### config.mk
export PLATFORM = sky130hd
export DESIGN_NAME = prog_encoder
export DESIGN_NICKNAME = d
export VERILOG_FILES = /design/src/rtl/cpu_pkg.sv /design/src/rtl/sync_fifo.sv /design/src/rtl/prog_encoder.sv
export SDC_FILE = /design/constraint.sdc
export NUM_CORES = 1
export LEC_CHECK = 0
export BUFFER_PORTS_ARGS = -buffer_cell sky130_fd_sc_hd__buf_4
export CORE_MARGIN = 4
export CORE_UTILIZATION = 60
export CTS_CLUSTER_DIAMETER = 150
export CTS_CLUSTER_SIZE = 24
export DETAILED_ROUTE_END_ITERATION = 6
export GPL_TIMING_DRIVEN = 0
export PLACE_DENSITY = 0.83
export SLEW_MARGIN = 20
export SYNTH_ARGS = -nofsm -noshare
export SYNTH_HDL_FRONTEND = slang
export SYNTH_SLANG_ARGS = --single-unit
### constraint.sdc
create_clock -name clk -period 5.8 [get_ports clk]
set_input_delay 1.16 -clock clk [delete_from_list [all_inputs] [get_ports clk]]
set_output_delay 1.16 -clock clk [all_outputs]
set_load 0.02 [all_outputs]
### src/rtl/cpu_pkg.sv
// Shared CPU definitions: opcode encoding and instruction word field geometry.
// Imported by the program encoder and the control decoder.
package cpu_pkg;

  typedef enum logic [2:0] {
    AND = 3'b000,
    XOR = 3'b001,
    SHL = 3'b010,
    SHR = 3'b011,
    ADD = 3'b100,
    LW  = 3'b101,
    SW  = 3'b110,
    BR  = 3'b111
  } opcode_t;

  localparam int INSTR_W   = 9;
  localparam int OP_MSB    = 8;
  localparam int OP_LSB    = 6;
  localparam int REG_W     = 3;
  localparam int BR_IMM_W  = 6;
  localparam int MEM_IMM_W = 3;

endpackage

### src/rtl/sync_fifo.sv
// Single-clock FIFO with extra-bit wrap pointers; push ignored when full, pop when empty.
// Head word is visible on dout whenever the FIFO is not empty.
module sync_fifo #(
  parameter int WIDTH = 9,
  parameter int DEPTH = 4
) (
  input  logic             clk,
  input  logic             rst_n,
  input  logic             push,
  input  logic             pop,
  input  logic [WIDTH-1:0] din,
  output logic [WIDTH-1:0] dout,
  output logic             full,
  output logic             empty
);

  localparam int AW = $clog2(DEPTH);

  logic [WIDTH-1:0] mem_q [DEPTH];
  logic [AW:0]      wr_ptr_q, wr_ptr_d;
  logic [AW:0]      rd_ptr_q, rd_ptr_d;
  logic             do_push, do_pop;

  assign empty = (wr_ptr_q == rd_ptr_q);
  assign full  = (wr_ptr_q[AW] != rd_ptr_q[AW]) &&
                 (wr_ptr_q[AW-1:0] == rd_ptr_q[AW-1:0]);
  assign dout  = mem_q[rd_ptr_q[AW-1:0]];

  always_comb begin
    do_push  = push && !full;
    do_pop   = pop && !empty;
    wr_ptr_d = wr_ptr_q + {{AW{1'b0}}, do_push};
    rd_ptr_d = rd_ptr_q + {{AW{1'b0}}, do_pop};
  end

  always_ff @(posedge clk or negedge rst_n) begin
    if (!rst_n) begin
      wr_ptr_q <= '0;
      rd_ptr_q <= '0;
    end else begin
      wr_ptr_q <= wr_ptr_d;
      rd_ptr_q <= rd_ptr_d;
    end
  end

  // Storage carries no reset; only the pointers define validity.
  always_ff @(posedge clk) begin
    if (do_push) mem_q[wr_ptr_q[AW-1:0]] <= din;
  end

endmodule

### src/rtl/prog_encoder.sv
// Program loader: packs decoded instruction fields into 9-bit words and writes them
// sequentially into instruction memory while holding the CPU in init.
module prog_encoder
  import cpu_pkg::*;
#(
  parameter int ADDR_W = 8,
  parameter int DEPTH  = 4
) (
  input  logic                clk,
  input  logic                rst_n,
  input  logic                start,
  input  logic                in_valid,
  output logic                in_ready,
  input  opcode_t             in_op,
  input  logic [REG_W-1:0]    in_ra,
  input  logic [REG_W-1:0]    in_rb,
  input  logic [BR_IMM_W-1:0] in_imm,
  input  logic                in_last,
  output logic                im_we,
  input  logic                im_ready,
  output logic [ADDR_W-1:0]   im_addr,
  output logic [INSTR_W-1:0]  im_wdata,
  output logic                cpu_init,
  output logic                done,
  output logic                range_err,
  output logic                overflow
);

  typedef enum logic [1:0] {S_IDLE, S_LOAD, S_FLUSH, S_DONE} state_t;

  localparam logic [ADDR_W-1:0] ADDR_MAX = '1;

  function automatic logic [INSTR_W-1:0] encode(input opcode_t             op,
                                                input logic [REG_W-1:0]    ra,
                                                input logic [REG_W-1:0]    rb,
                                                input logic [BR_IMM_W-1:0] imm);
    logic [INSTR_W-1:0] w;
    w = '0;
    w[OP_MSB:OP_LSB] = op;
    case (op)
      BR: w[BR_IMM_W-1:0] = imm;
      LW, SW: begin
        w[OP_LSB-1 -: REG_W] = ra;
        w[MEM_IMM_W-1:0]     = imm[MEM_IMM_W-1:0];
      end
      default: begin
        w[OP_LSB-1 -: REG_W] = ra;
        w[REG_W-1:0]         = rb;
      end
    endcase
    return w;
  endfunction

  state_t               state_q, state_d;
  logic                 im_we_q, im_we_d;
  logic [ADDR_W-1:0]    im_addr_q, im_addr_d;
  logic [INSTR_W-1:0]   im_wdata_q, im_wdata_d;
  logic                 mem_full_q, mem_full_d;
  logic                 range_err_q, range_err_d;
  logic                 overflow_q, overflow_d;

  logic                 fifo_push, fifo_pop, fifo_full, fifo_empty;
  logic [INSTR_W-1:0]   fifo_dout, enc_word, load_word;
  logic                 accept, write_fire, slot_free, load_valid, full_now;

  sync_fifo #(
    .WIDTH (INSTR_W),
    .DEPTH (DEPTH)
  ) u_fifo (
    .clk   (clk),
    .rst_n (rst_n),
    .push  (fifo_push),
    .pop   (fifo_pop),
    .din   (enc_word),
    .dout  (fifo_dout),
    .full  (fifo_full),
    .empty (fifo_empty)
  );

  assign in_ready  = (state_q == S_LOAD) && !fifo_full;
  assign cpu_init  = (state_q == S_LOAD) || (state_q == S_FLUSH);
  assign done      = (state_q == S_DONE);
  assign im_we     = im_we_q;
  assign im_addr   = im_addr_q;
  assign im_wdata  = im_wdata_q;
  assign range_err = range_err_q;
  assign overflow  = overflow_q;

  // The output register is one extra slot in front of the FIFO; with the FIFO
  // empty an accepted beat bypasses straight into it for single-cycle latency.
  always_comb begin
    enc_word   = encode(in_op, in_ra, in_rb, in_imm);
    accept     = in_valid && in_ready;
    write_fire = im_we_q && im_ready;
    slot_free  = !im_we_q || im_ready;
    fifo_pop   = slot_free && !fifo_empty;
    fifo_push  = accept && !(slot_free && fifo_empty);
    load_valid = slot_free && (!fifo_empty || accept);
    load_word  = fifo_empty ? enc_word : fifo_dout;
    full_now   = mem_full_q || (write_fire && (im_addr_q == ADDR_MAX));
  end

  always_comb begin
    state_d     = state_q;
    im_we_d     = im_we_q;
    im_addr_d   = im_addr_q;
    im_wdata_d  = im_wdata_q;
    mem_full_d  = mem_full_q;
    range_err_d = range_err_q;
    overflow_d  = overflow_q;

    if (write_fire) begin
      if (im_addr_q == ADDR_MAX) mem_full_d = 1'b1;
      else                       im_addr_d  = im_addr_q + ADDR_W'(1);
    end

    if (slot_free) begin
      im_we_d = 1'b0;
      if (load_valid) begin
        if (full_now) begin
          overflow_d = 1'b1;
        end else begin
          im_we_d    = 1'b1;
          im_wdata_d = load_word;
        end
      end
    end

    if (accept && ((in_op == LW) || (in_op == SW)) &&
        (in_imm[BR_IMM_W-1:MEM_IMM_W] != '0))
      range_err_d = 1'b1;

    case (state_q)
      S_IDLE: begin
        if (start) begin
          state_d     = S_LOAD;
          im_addr_d   = '0;
          mem_full_d  = 1'b0;
          range_err_d = 1'b0;
          overflow_d  = 1'b0;
        end
      end
      S_LOAD:  if (accept && in_last) state_d = S_FLUSH;
      S_FLUSH: if (fifo_empty && !im_we_q) state_d = S_DONE;
      default: state_d = S_IDLE;
    endcase
  end

  always_ff @(posedge clk or negedge rst_n) begin
    if (!rst_n) begin
      state_q     <= S_IDLE;
      im_we_q     <= 1'b0;
      im_addr_q   <= '0;
      im_wdata_q  <= '0;
      mem_full_q  <= 1'b0;
      range_err_q <= 1'b0;
      overflow_q  <= 1'b0;
    end else begin
      state_q     <= state_d;
      im_we_q     <= im_we_d;
      im_addr_q   <= im_addr_d;
      im_wdata_q  <= im_wdata_d;
      mem_full_q  <= mem_full_d;
      range_err_q <= range_err_d;
      overflow_q  <= overflow_d;
    end
  end

endmodule
==> reports/metrics.yaml, run 1 <==
yosys:
  synth_top_area_cell: "edfxtp_1"
  yosys.area.top_type_share_pct: 36.0
  ys_seq_elements: 65
  synth-edff-count: 36
  syn_area_per_cell_um2: 15.6
  ys_seq_area_share_pct: 60.2
  synth_nets: 223
  synth_area_leaders: "edfxtp_1 (36%), dfrtp_1 (24%), mux2_2 (9.0%)"
  syn_area_um2: 3000
  yosysWarnings: 0
  syn_inst: 192
  async_reset_ff_share_pct: 44.6
  ys.flop_type: "edfxtp_1"
  synth_cell_types: 40
drt:
  dr.pass1.iters: 4
  postRouteWirelength_um: 5930
  drc: 0
  viasPerCell: 5.77
  top_layer_used: "met4"
  drt-met1-wl_um: 2440
  vias: 1845
  wl_met2_um: 3160
  wl_per_cell_um: 18.5
  antenna_left: 0
  wl_met3_um: 292
  drt_iter0_markers: 70
worst_setup_path:
  cp.depth: 5
  rr_worst_depth: 5
  cp-end-kind: "output pin"
  cp_top_family: "flip-flops"
  worstPathCellList: "buf_6, xnor2_2, nand3_1, and2_1, buf_4"
  r2r_start: "u_fifo.rd_ptr_q[0]"
  critPathRequiredTime_ns: 4.64
  crit_arrival_ns: 1.79
  cp_slowest_cell: "dfrtp_1"
  rrSetupSlack_ns: 3.45
  critical_path_class: "flop to output pin"
  crit_fanout: 10
  worst_path_largest_cell_delay_ns: 0.40
  crit_path_start: "u_fifo.rd_ptr_q[1]"
  cp-start-kind: "flop"
  crit_buf_inv: 2
clock_network:
  clk_pin_slew_ns: 0.07
  cts_tree: "yes"
  insertion_delay_ns: 0.33
  postCtsSetupBuffers: 0
  post_cts_resized: 0
  clockBufferDepth: 2
  ctsHoldBuffers: 0
  cts_root_buf: "clkbuf_8"
  h-tree-depth: 3
  cts_buffers: 9
  clock_sinks: 65
timing:
  max_clock_freq_mhz: 339
  finClkSkew_ns: 0.00519
  rsz0062_at_grt: "no"
  relSlewSlack_pct: 44.3
  fin_setup_tns_ns: 0
  fin_crit_sh_pct: 50.9
  maxSlewViolCount: 0
  post-route-min-period_ns: 2.95
  worst_pin_slew_ns: 0.831
  hold_viol: 0
  setup_viol: 0
power_and_ir_drop:
  power_density_nw_per_um2: 505
  ir_drop_v: 0.000354
  p_leak_nw: 1.52
  finalPower_mw: 1.84
placement:
  dp_hpwl_um: 4070
  port_buffers: 43
  gp_congestion: 0.731
worst_hold_path:
  hold_path.class: "flop to flop"
  hp-start: "im_wdata[0]"
  min_delay_path_depth: 1
global_routing:
  track_usage_pct: 21.1
  grt_pass1_vias: 1912
  grt_max_degree: 30
  overflow: 0
  grt_pass1_wl_um: 9580
  antenna_found_initial: 0
die:
  die_w_um: 78.7
  io_pins: 44
  dieHeight_um: 78.7
  placementRows: 25
  die-area_um2: 6200
  core_um2: 4790
  start_util_pct: 62.7
finish:
  final.fill_count: 313
  nets: 279
  multiInputGateArea_um2: 1160
  syn2layout_area_growth_pct: 21.2
  drive_above_1_share_pct: 36.8
  ff_latch_area_um2: 1810
  utilization_pct: 76.0
  n_antenna_cell: 0
job:
  maxCapViolCount: 0
outcome:
  status: "finished clean"
flip-flops by register name, indices dropped and copies added, names as in the netlist, 2 cells and up:
name,count
im_addr,8
im_wdata,9
u_fifo.wr_ptr_q,3
state_q,2
u_fifo.mem_q,36
u_fifo.rd_ptr_q,3
metal layers:
metal | GRT usage [%] | vias to the layer above
met5 | 0 | -
met4 | 6.47 | 0
met3 | 7.60 | 8
met2 | 36.4 | 48
met1 | 24.6 | 924
li1 | - | 865
synth_stat cells (2+ instances only):
library cell,number
inv_1,6
nor3b_1,2
nand2_1,7
mux2_2,24
nor3_1,7
and3_1,3
buf_6,2
xnor2_2,2
dfrtp_1,29
nand3_1,5
xor2_1,5
and2_1,2
ha_1,10
xnor2_1,3
nand4_1,4
nor2_1,7
a41oi_1,3
mux4_1,9
and4_1,2
mux2i_1,2
a21oi_1,4
edfxtp_1,36
placed cells by master, fill, tap and decap left out, types with 4 or more instances in the layout:
cell      instances
nand3_1           5
dfrtp_1          29
nand4_1           4
a21oi_1           4
mux4_1            9
xor2_1            5
inv_1             6
ha_1             10
nor3_1            6
mux2_2           24
buf_4            45
nand2_1           7
nor2_1            7
edfxtp_1         36
clkbuf_8         11
cell type report:
| class | instances | share of cell area [%] |
|---|---|---|
| Timing Repair Buffer | 45 | 9.28 |
| Multi-Input combinational cell | 118 | 31.9 |
| Clock inverter | 3 | 1.10 |
| Clock buffer | 13 | 4.37 |
| Inverter | 6 | 0.619 |
| Tap cell | 67 | 2.30 |
| Buffer | 3 | 0.722 |
| Sequential cell | 65 | 49.7 |
final timing paths:
path,end
max in group asynchronous,im_wdata[8]
hold / removal,im_wdata[0]
setup reg to reg,u_fifo.mem_q[0][0]
hold reg to reg,im_wdata[0]
setup / recovery,in_ready
min in group asynchronous,state_q[0]
power by group:
group | switching, mW | internal [mW] | total (mW)
Combinational | 0.394 | 0.383 | 0.777
Sequential | 0.0838 | 0.597 | 0.680
Clock | 0.161 | 0.221 | 0.381
Total | 0.638 | 1.20 | 1.84
stage by stage:
stage	area [um^2]	hold WS, ns	cells	worst slack, ns
floorplan	3000	0.498	192	3.20
global placement	3410	0.490	302	2.56
detailed placement	3440	0.494	304	2.99
CTS	3640	0.519	320	2.83
global route	3640	0.537	320	2.74
finish	3640	0.514	320	2.85
kinds of logic (layout without fill, tap and decap cells):
| kind of cell | after synthesis | after routing | synth area share (%) |
|---|---|---|---|
| AOI/OAI and AO/OA | 17 | 17 | 4.17 |
| buffers and inverters | 9 | 70 | 1.62 |
| adders and majority gates | 10 | 10 | 4.17 |
| xor gates and xnor gates | 10 | 10 | 3.42 |
| DFF | 65 | 65 | 60.2 |
| and+or+nand+nor | 45 | 45 | 8.54 |
| muxes | 36 | 36 | 17.9 |
(Power assumes the default switching activity.)
==> inputs of run 2 (changes only) <==
--- a/config.mk
+++ b/config.mk
@@ -5,14 +5,15 @@
 export SDC_FILE = /design/constraint.sdc
 export NUM_CORES = 1
 export LEC_CHECK = 0
+export ABC_AREA = 1
 export BUFFER_PORTS_ARGS = -buffer_cell sky130_fd_sc_hd__buf_4
 export CORE_MARGIN = 4
-export CORE_UTILIZATION = 60
+export CORE_UTILIZATION = 57
 export CTS_CLUSTER_DIAMETER = 150
 export CTS_CLUSTER_SIZE = 24
 export DETAILED_ROUTE_END_ITERATION = 6
 export GPL_TIMING_DRIVEN = 0
-export PLACE_DENSITY = 0.83
+export PLACE_DENSITY = 0.79
 export SLEW_MARGIN = 20
 export SYNTH_ARGS = -nofsm -noshare
 export SYNTH_HDL_FRONTEND = slang
==> constraint.sdc (replaced) <==
create_clock -name clk -period 3.02 [get_ports clk]
set_input_delay 0.604 -clock clk [delete_from_list [all_inputs] [get_ports clk]]
set_output_delay 0.604 -clock clk [all_outputs]
set_load 0.02 [all_outputs]
==> run 2 against run 1 <==
  * Wire length grew 19%
  * Sequential share of layout area shrank 2.5 points
  * First-iteration DRC count grew to 2.9 times the previous value
  * Register-to-register slack lost 2.8 ns
  * Non-clock buffer count grew 5
  * Total power grew 110%
  * Largest cell class unchanged
==> reports/metrics.yaml, run 2 <==
outcome:
  status: "finished clean"
clock_network:
  clk_pin_slew_ns: 0.08
  cts_tree: "yes"
  postCtsSetupBuffers: 0
  cts_buffers: 9
  ctsHoldBuffers: 0
  insertion_delay_ns: 0.34
  clock_sinks: 65
  cts_root_buf: "clkbuf_8"
  clockBufferDepth: 2
  h-tree-depth: 3
  post_cts_resized: 0
timing:
  relSlewSlack_pct: 40.1
  finClkSkew_ns: 0.00673
  hold_viol: 0
  fin_setup_tns_ns: 0
  worst_pin_slew_ns: 0.895
  postLayoutSetupSlackWorst_ns: 0.639
  holdWs_ns: 0.173
  rsz0062_at_grt: "no"
  post-route-min-period_ns: 2.38
  setup_viol: 0
  fin_crit_sh_pct: 78.8
  max_clock_freq_mhz: 420
  maxSlewViolCount: 0
placement:
  place_inst: 461
  pre_cts_slack_ns: 0.487
  port_buffers: 43
  gp_congestion: 0.779
  dp_hpwl_um: 4940
die:
  start_util_pct: 58.5
  placementRows: 27
  io_pins: 44
  core_um2: 5470
  die_w_um: 82.9
  dieHeight_um: 82.9
  die-area_um2: 6880
yosys:
  ys_seq_area_share_pct: 56.5
  synth_compound_gate_area_share_pct: 9.07
  syn_area_um2: 3200
  syn_area_per_cell_um2: 9.25
  synth_top_area_cell: "edfxtp_1"
  synth_top_family_by_area: "simple AND/OR/NAND/NOR gates"
  async_reset_ff_share_pct: 44.6
  ys_seq_elements: 65
  yosysWarnings: 0
  ys.flop_type: "edfxtp_1"
  syn_inst: 346
  synthMuxAreaShare_pct: 0
  yosysMostFrequentCell: "nand2_1"
  synth_xor_area_share_pct: 1.10
  yosys.area.top_type_share_pct: 33.8
  synth_area_leaders: "edfxtp_1 (34%), dfrtp_1 (23%), nand2_1 (12%)"
  synth-simple-area-share_pct: 21.4
  yosys.area_share.adder_pct: 3.91
  synth_nets: 377
  synth_cell_types: 31
  synth-edff-count: 36
  synth_common_cells: "nand2_1 (105), inv_1 (49), edfxtp_1 (36), dfrtp_1 (29), o21ai_0 (18)"
finish:
  stdcell_count: 477
  largest_reg_flops: 36
  layout_commonest_cell: "nand2_1"
  syn2layout_area_growth_pct: 19.8
  drive_above_1_share_pct: 20.2
  final_cell_mix: "nand2_1 (105), inv_1 (49), buf_4 (45)"
  nets: 431
  n_antenna_cell: 0
power_and_ir_drop:
  finalPower_mw: 3.77
  cellInternalPower_mw: 2.21
  switching_power_mw: 1.57
  ir_drop_v: 0.000602
  p_leak_nw: 1.87
  clkPwrFrac_pct: 21.4
  seq_power_share_pct: 34.3
  p_comb_share_pct: 44.3
  swShare_pct: 41.5
  power_density_nw_per_um2: 984
worst_setup_path:
  rrSetupSlack_ns: 0.64
  r2r_start: "u_fifo.rd_ptr_q[1]"
  worstPathCellList: "buf_4, nand2_2, nand2_2, nand3_1, nand3_1, a21oi_2, nand2_1, nor2_1"
  cp-start-kind: "flop"
  critPathRequiredTime_ns: 2.99
  cp-end-kind: "flop"
  cp_slowest_cell: "nor2_1"
  crit_fanout: 10
  crit_arrival_ns: 2.35
  critical_path_class: "flop to flop"
  rr_worst_depth: 8
  worst_path_largest_cell_delay_ns: 0.69
  timing.rr.end: "u_fifo.mem_q[1][6]"
worst_hold_path:
  hold_path.class: "input port to asynchronous set/reset pin"
global_routing:
  grt_pass1_wl_um: 12000
  antenna_found_initial: 0
  track_usage_pct: 22.1
  overflow: 0
  grt_pass1_vias: 2437
  grt_max_degree: 30
drt:
  viasPerCell: 5.27
  vias: 2516
  antenna_left: 0
  drt_iter0_markers: 203
  dr.pass1.iters: 4
  wl_per_cell_um: 14.9
  postRouteWirelength_um: 7080
  drc: 0
job:
  maxCapViolCount: 0
==> run 2: worst max path at each step <==
stage	startpoint	endpoint	slack (ns)	cells past startpoint
global route	u_fifo.rd_ptr_q[1]	u_fifo.mem_q[0][4]	0.52	8
floorplan	im_ready	u_fifo.mem_q[0][0]	0.96	5
finish	u_fifo.rd_ptr_q[1]	u_fifo.mem_q[1][6]	0.64	8
detailed placement	im_ready	u_fifo.mem_q[1][7]	0.49	6
global placement	im_ready	u_fifo.mem_q[3][6]	0.50	6
CTS	u_fifo.rd_ptr_q[1]	u_fifo.mem_q[1][6]	0.64	8
==> run 2: area by class of cell <==
class / instances / area [um^2]
sequential: 65 / 1810
fill: 432 / 1640
timing repair buffer: 43 / 323
tap: 72 / 90.1
inverter: 51 / 191
clock buffer: 11 / 163
clock inverter: 5 / 58.8
buffer: 10 / 65.1
multi-input combinational: 220 / 1140
==> run 2: cell families after synthesis <==
kind of cell | after synthesis
flops | 65
fa+ha+maj | 10
buf+inv | 61
simple gates | 157
compound gates | 49
xor+xnor | 4
==> run 2: per-layer routing <==
layer	track usage, %	vias to the layer above	share of wire, %
met5	0	-	0
met4	8.92	0	2.5
met3	5.56	18	5.6
met2	35.0	76	48
met1	29.3	1175	44
li1	-	1247	-
==> run 2: worst max-delay path, delay by kind of cell (launching register included) <==
kind | cells | cell delay, ns
simple gates | 6 | 1.21
compound gates | 1 | 0.19
flops | 1 | 0.41
buf+inv | 1 | 0.19
==> run 2: power groups by stage <==
stage | combinational, mW | sequential, mW | clock, mW
after CTS | 1.67 | 1.29 | 0.824
after global routing | 1.87 | 1.32 | 0.866
after detailed placement | 1.65 | 1.31 | 0
final | 1.67 | 1.29 | 0.806
after floorplan | 1.03 | 1.40 | 0
after global placement | 1.59 | 1.30 | 0
==> run 2: through the flow <==
stage | util [%] | instance area [um^2]
after global routing | 70.1 | 3830
after floorplan | - | 3200
after global placement | 66.0 | 3610
after detailed placement | 66.0 | 3610
final | 70.1 | 3830
after CTS | 70.1 | 3830
==> inputs of run 3 (changes only) <==
==> constraint.sdc (replaced) <==
create_clock -name clk -period 2.4 [get_ports clk]
set_input_delay 0.48 -clock clk [delete_from_list [all_inputs] [get_ports clk]]
set_output_delay 0.48 -clock clk [all_outputs]
set_load 0.02 [all_outputs]
==> run 3 against run 2 <==
  * Sequential power increased by 26%
  * Flip-flop and latch count unchanged
  * Global-route usage is the same
  * Worst hold slack lost 0.13 ns
  * Critical endpoint is now u_fifo.mem_q[1][8]
==> reports/metrics.yaml, run 3 (same netlist as run 2, synthesis figures left out) <==
drt:
  wl_met2_um: 3420
  viasPerCell: 5.30
  vias: 2527
  drc: 0
  drt_iter0_markers: 245
  wl_per_cell_um: 14.8
  wl_met3_um: 441
  postRouteWirelength_um: 7050
  antenna_left: 0
  drt-met1-wl_um: 3030
  top_layer_used: "met4"
  dr.pass1.iters: 4
finish:
  n_antenna_cell: 0
  drive_above_1_share_pct: 20.7
  multiInputGateArea_um2: 1140
  final.fill_count: 434
  layout_commonest_cell: "nand2_1"
  largest_reg_flops: 36
  nets: 431
  ff_latch_area_um2: 1810
  final_cell_mix: "nand2_1 (105), inv_1 (49), buf_4 (45)"
  syn2layout_area_growth_pct: 20.0
worst_setup_path:
  crit_arrival_ns: 2.33
  cp_top_family: "simple AND/OR/NAND/NOR gates"
  timing.rr.end: "u_fifo.mem_q[1][8]"
  r2r_start: "u_fifo.rd_ptr_q[1]"
  cp_slowest_cell: "nor2_1"
  critical_path_class: "flop to flop"
  cp-end-kind: "flop"
  critPathRequiredTime_ns: 2.37
  crit_buf_inv: 1
  rr_worst_depth: 8
  crit_fanout: 10
  worst_path_largest_cell_delay_ns: 0.68
  cp-start-kind: "flop"
  rrSetupSlack_ns: 0.04
  worstPathCellList: "buf_4, nand2_2, nand2_2, nand3_1, nand3_1, a21oi_2, nand2_1, nor2_1"
timing:
  max_clock_freq_mhz: 424
  relSlewSlack_pct: 41.4
  maxSlewViolCount: 0
  rsz0062_at_grt: "yes"
  fin_setup_tns_ns: 0
  finClkSkew_ns: 0.00666
  setup_viol: 0
  worst_pin_slew_ns: 0.876
  hold_viol: 0
  fin_crit_sh_pct: 98.3
  post-route-min-period_ns: 2.36
clock_network:
  h-tree-depth: 3
  clockBufferDepth: 2
  cts_buffers: 9
  ctsHoldBuffers: 0
  cts_tree: "yes"
  insertion_delay_ns: 0.35
  clock_sinks: 65
  cts_root_buf: "clkbuf_8"
  clk_pin_slew_ns: 0.08
power_and_ir_drop:
  power_density_nw_per_um2: 1240
  ir_drop_v: 0.000758
  p_leak_nw: 1.87
  finalPower_mw: 4.75
global_routing:
  overflow: 0
  grt_pass1_wl_um: 12000
  grt_pass1_vias: 2437
  antenna_found_initial: 0
  track_usage_pct: 22.1
  grt_max_degree: 30
die:
  die-area_um2: 6880
  core_um2: 5470
  start_util_pct: 58.5
  dieHeight_um: 82.9
  placementRows: 27
  io_pins: 44
  die_w_um: 82.9
outcome:
  status: "finished clean"
placement:
  dp_hpwl_um: 4940
  gp_congestion: 0.779
  port_buffers: 43
worst_hold_path:
  hold_path.class: "input port to asynchronous set/reset pin"
job:
  maxCapViolCount: 0
-- run 3: cell count changes in the layout (fill, tap and decap cells not counted) --
cell,change
nor2_1,-2
nor2_2,+2
-- run 3: worst max-delay path by stage --
stage,from,endpoint,slack [ns],depth (start not counted)
6_report,u_fifo.rd_ptr_q[1],u_fifo.mem_q[1][8],0.04,8
5_1_grt,u_fifo.rd_ptr_q[1],u_fifo.mem_q[3][3],-0.08,8
4_1_cts,u_fifo.rd_ptr_q[1],u_fifo.mem_q[1][6],0.02,8
3_5_place_dp,im_ready,u_fifo.mem_q[1][7],-0.009,6
3_3_place_gp,im_ready,u_fifo.mem_q[3][6],0.004,6
2_1_floorplan,im_we,u_fifo.mem_q[0][0],0.44,6
-- run 3: cell type report --
cell class / instances / area share [%]
Multi-Input combinational cell: 220 / 29.7
Clock inverter: 5 / 1.53
Inverter: 51 / 4.99
Timing Repair Buffer: 43 / 8.41
Buffer: 10 / 1.69
Clock buffer: 11 / 4.24
Tap cell: 72 / 2.35
Sequential cell: 65 / 47.1
-- run 3: worst register-to-register path, stage by stage (launching register included) --
cell and delay (ns):
dfrtp_1 0.41, buf_4 0.19, nand2_2 0.07, nand2_2 0.08, nand3_1 0.14, nand3_1 0.13
a21oi_2 0.19, nand2_1 0.10, nor2_1 0.68
-- run 3: metrics by stage --
stage | std cells | utilization, % | setup WS (ns) | instance area [um^2] | hold WS (ns)
finish | 477 | 70.1 | 0.0410 | 3840 | 0.0448
global route | 477 | 70.1 | -0.0800 | 3840 | 0.0450
CTS | 477 | 70.1 | 0.0226 | 3830 | 0.0433
detailed placement | 461 | 66.0 | -0.00880 | 3610 | 0.429
global placement | 461 | 66.0 | 0.00351 | 3610 | 0.428
floorplan | 346 | - | 0.440 | 3200 | 0.184
-- run 3: power by group --
part,leakage [nW],switching [mW],internal (mW)
clock network,0.115,0.439,0.575
registers,0.690,0.182,1.45
logic,1.06,1.35,0.755
-- run 3: what timing repair did --
item,CTS,global route
resized for setup,0,2
setup buffers,0,0
endpoints found under the setup margin,0,36
-- run 3: per-layer routing --
metal | track usage, % | vias up
met5 | 0 | -
met3 | 5.56 | 16
li1 | - | 1245
met1 | 29.3 | 1184
met4 | 8.92 | 0
met2 | 35.0 | 82
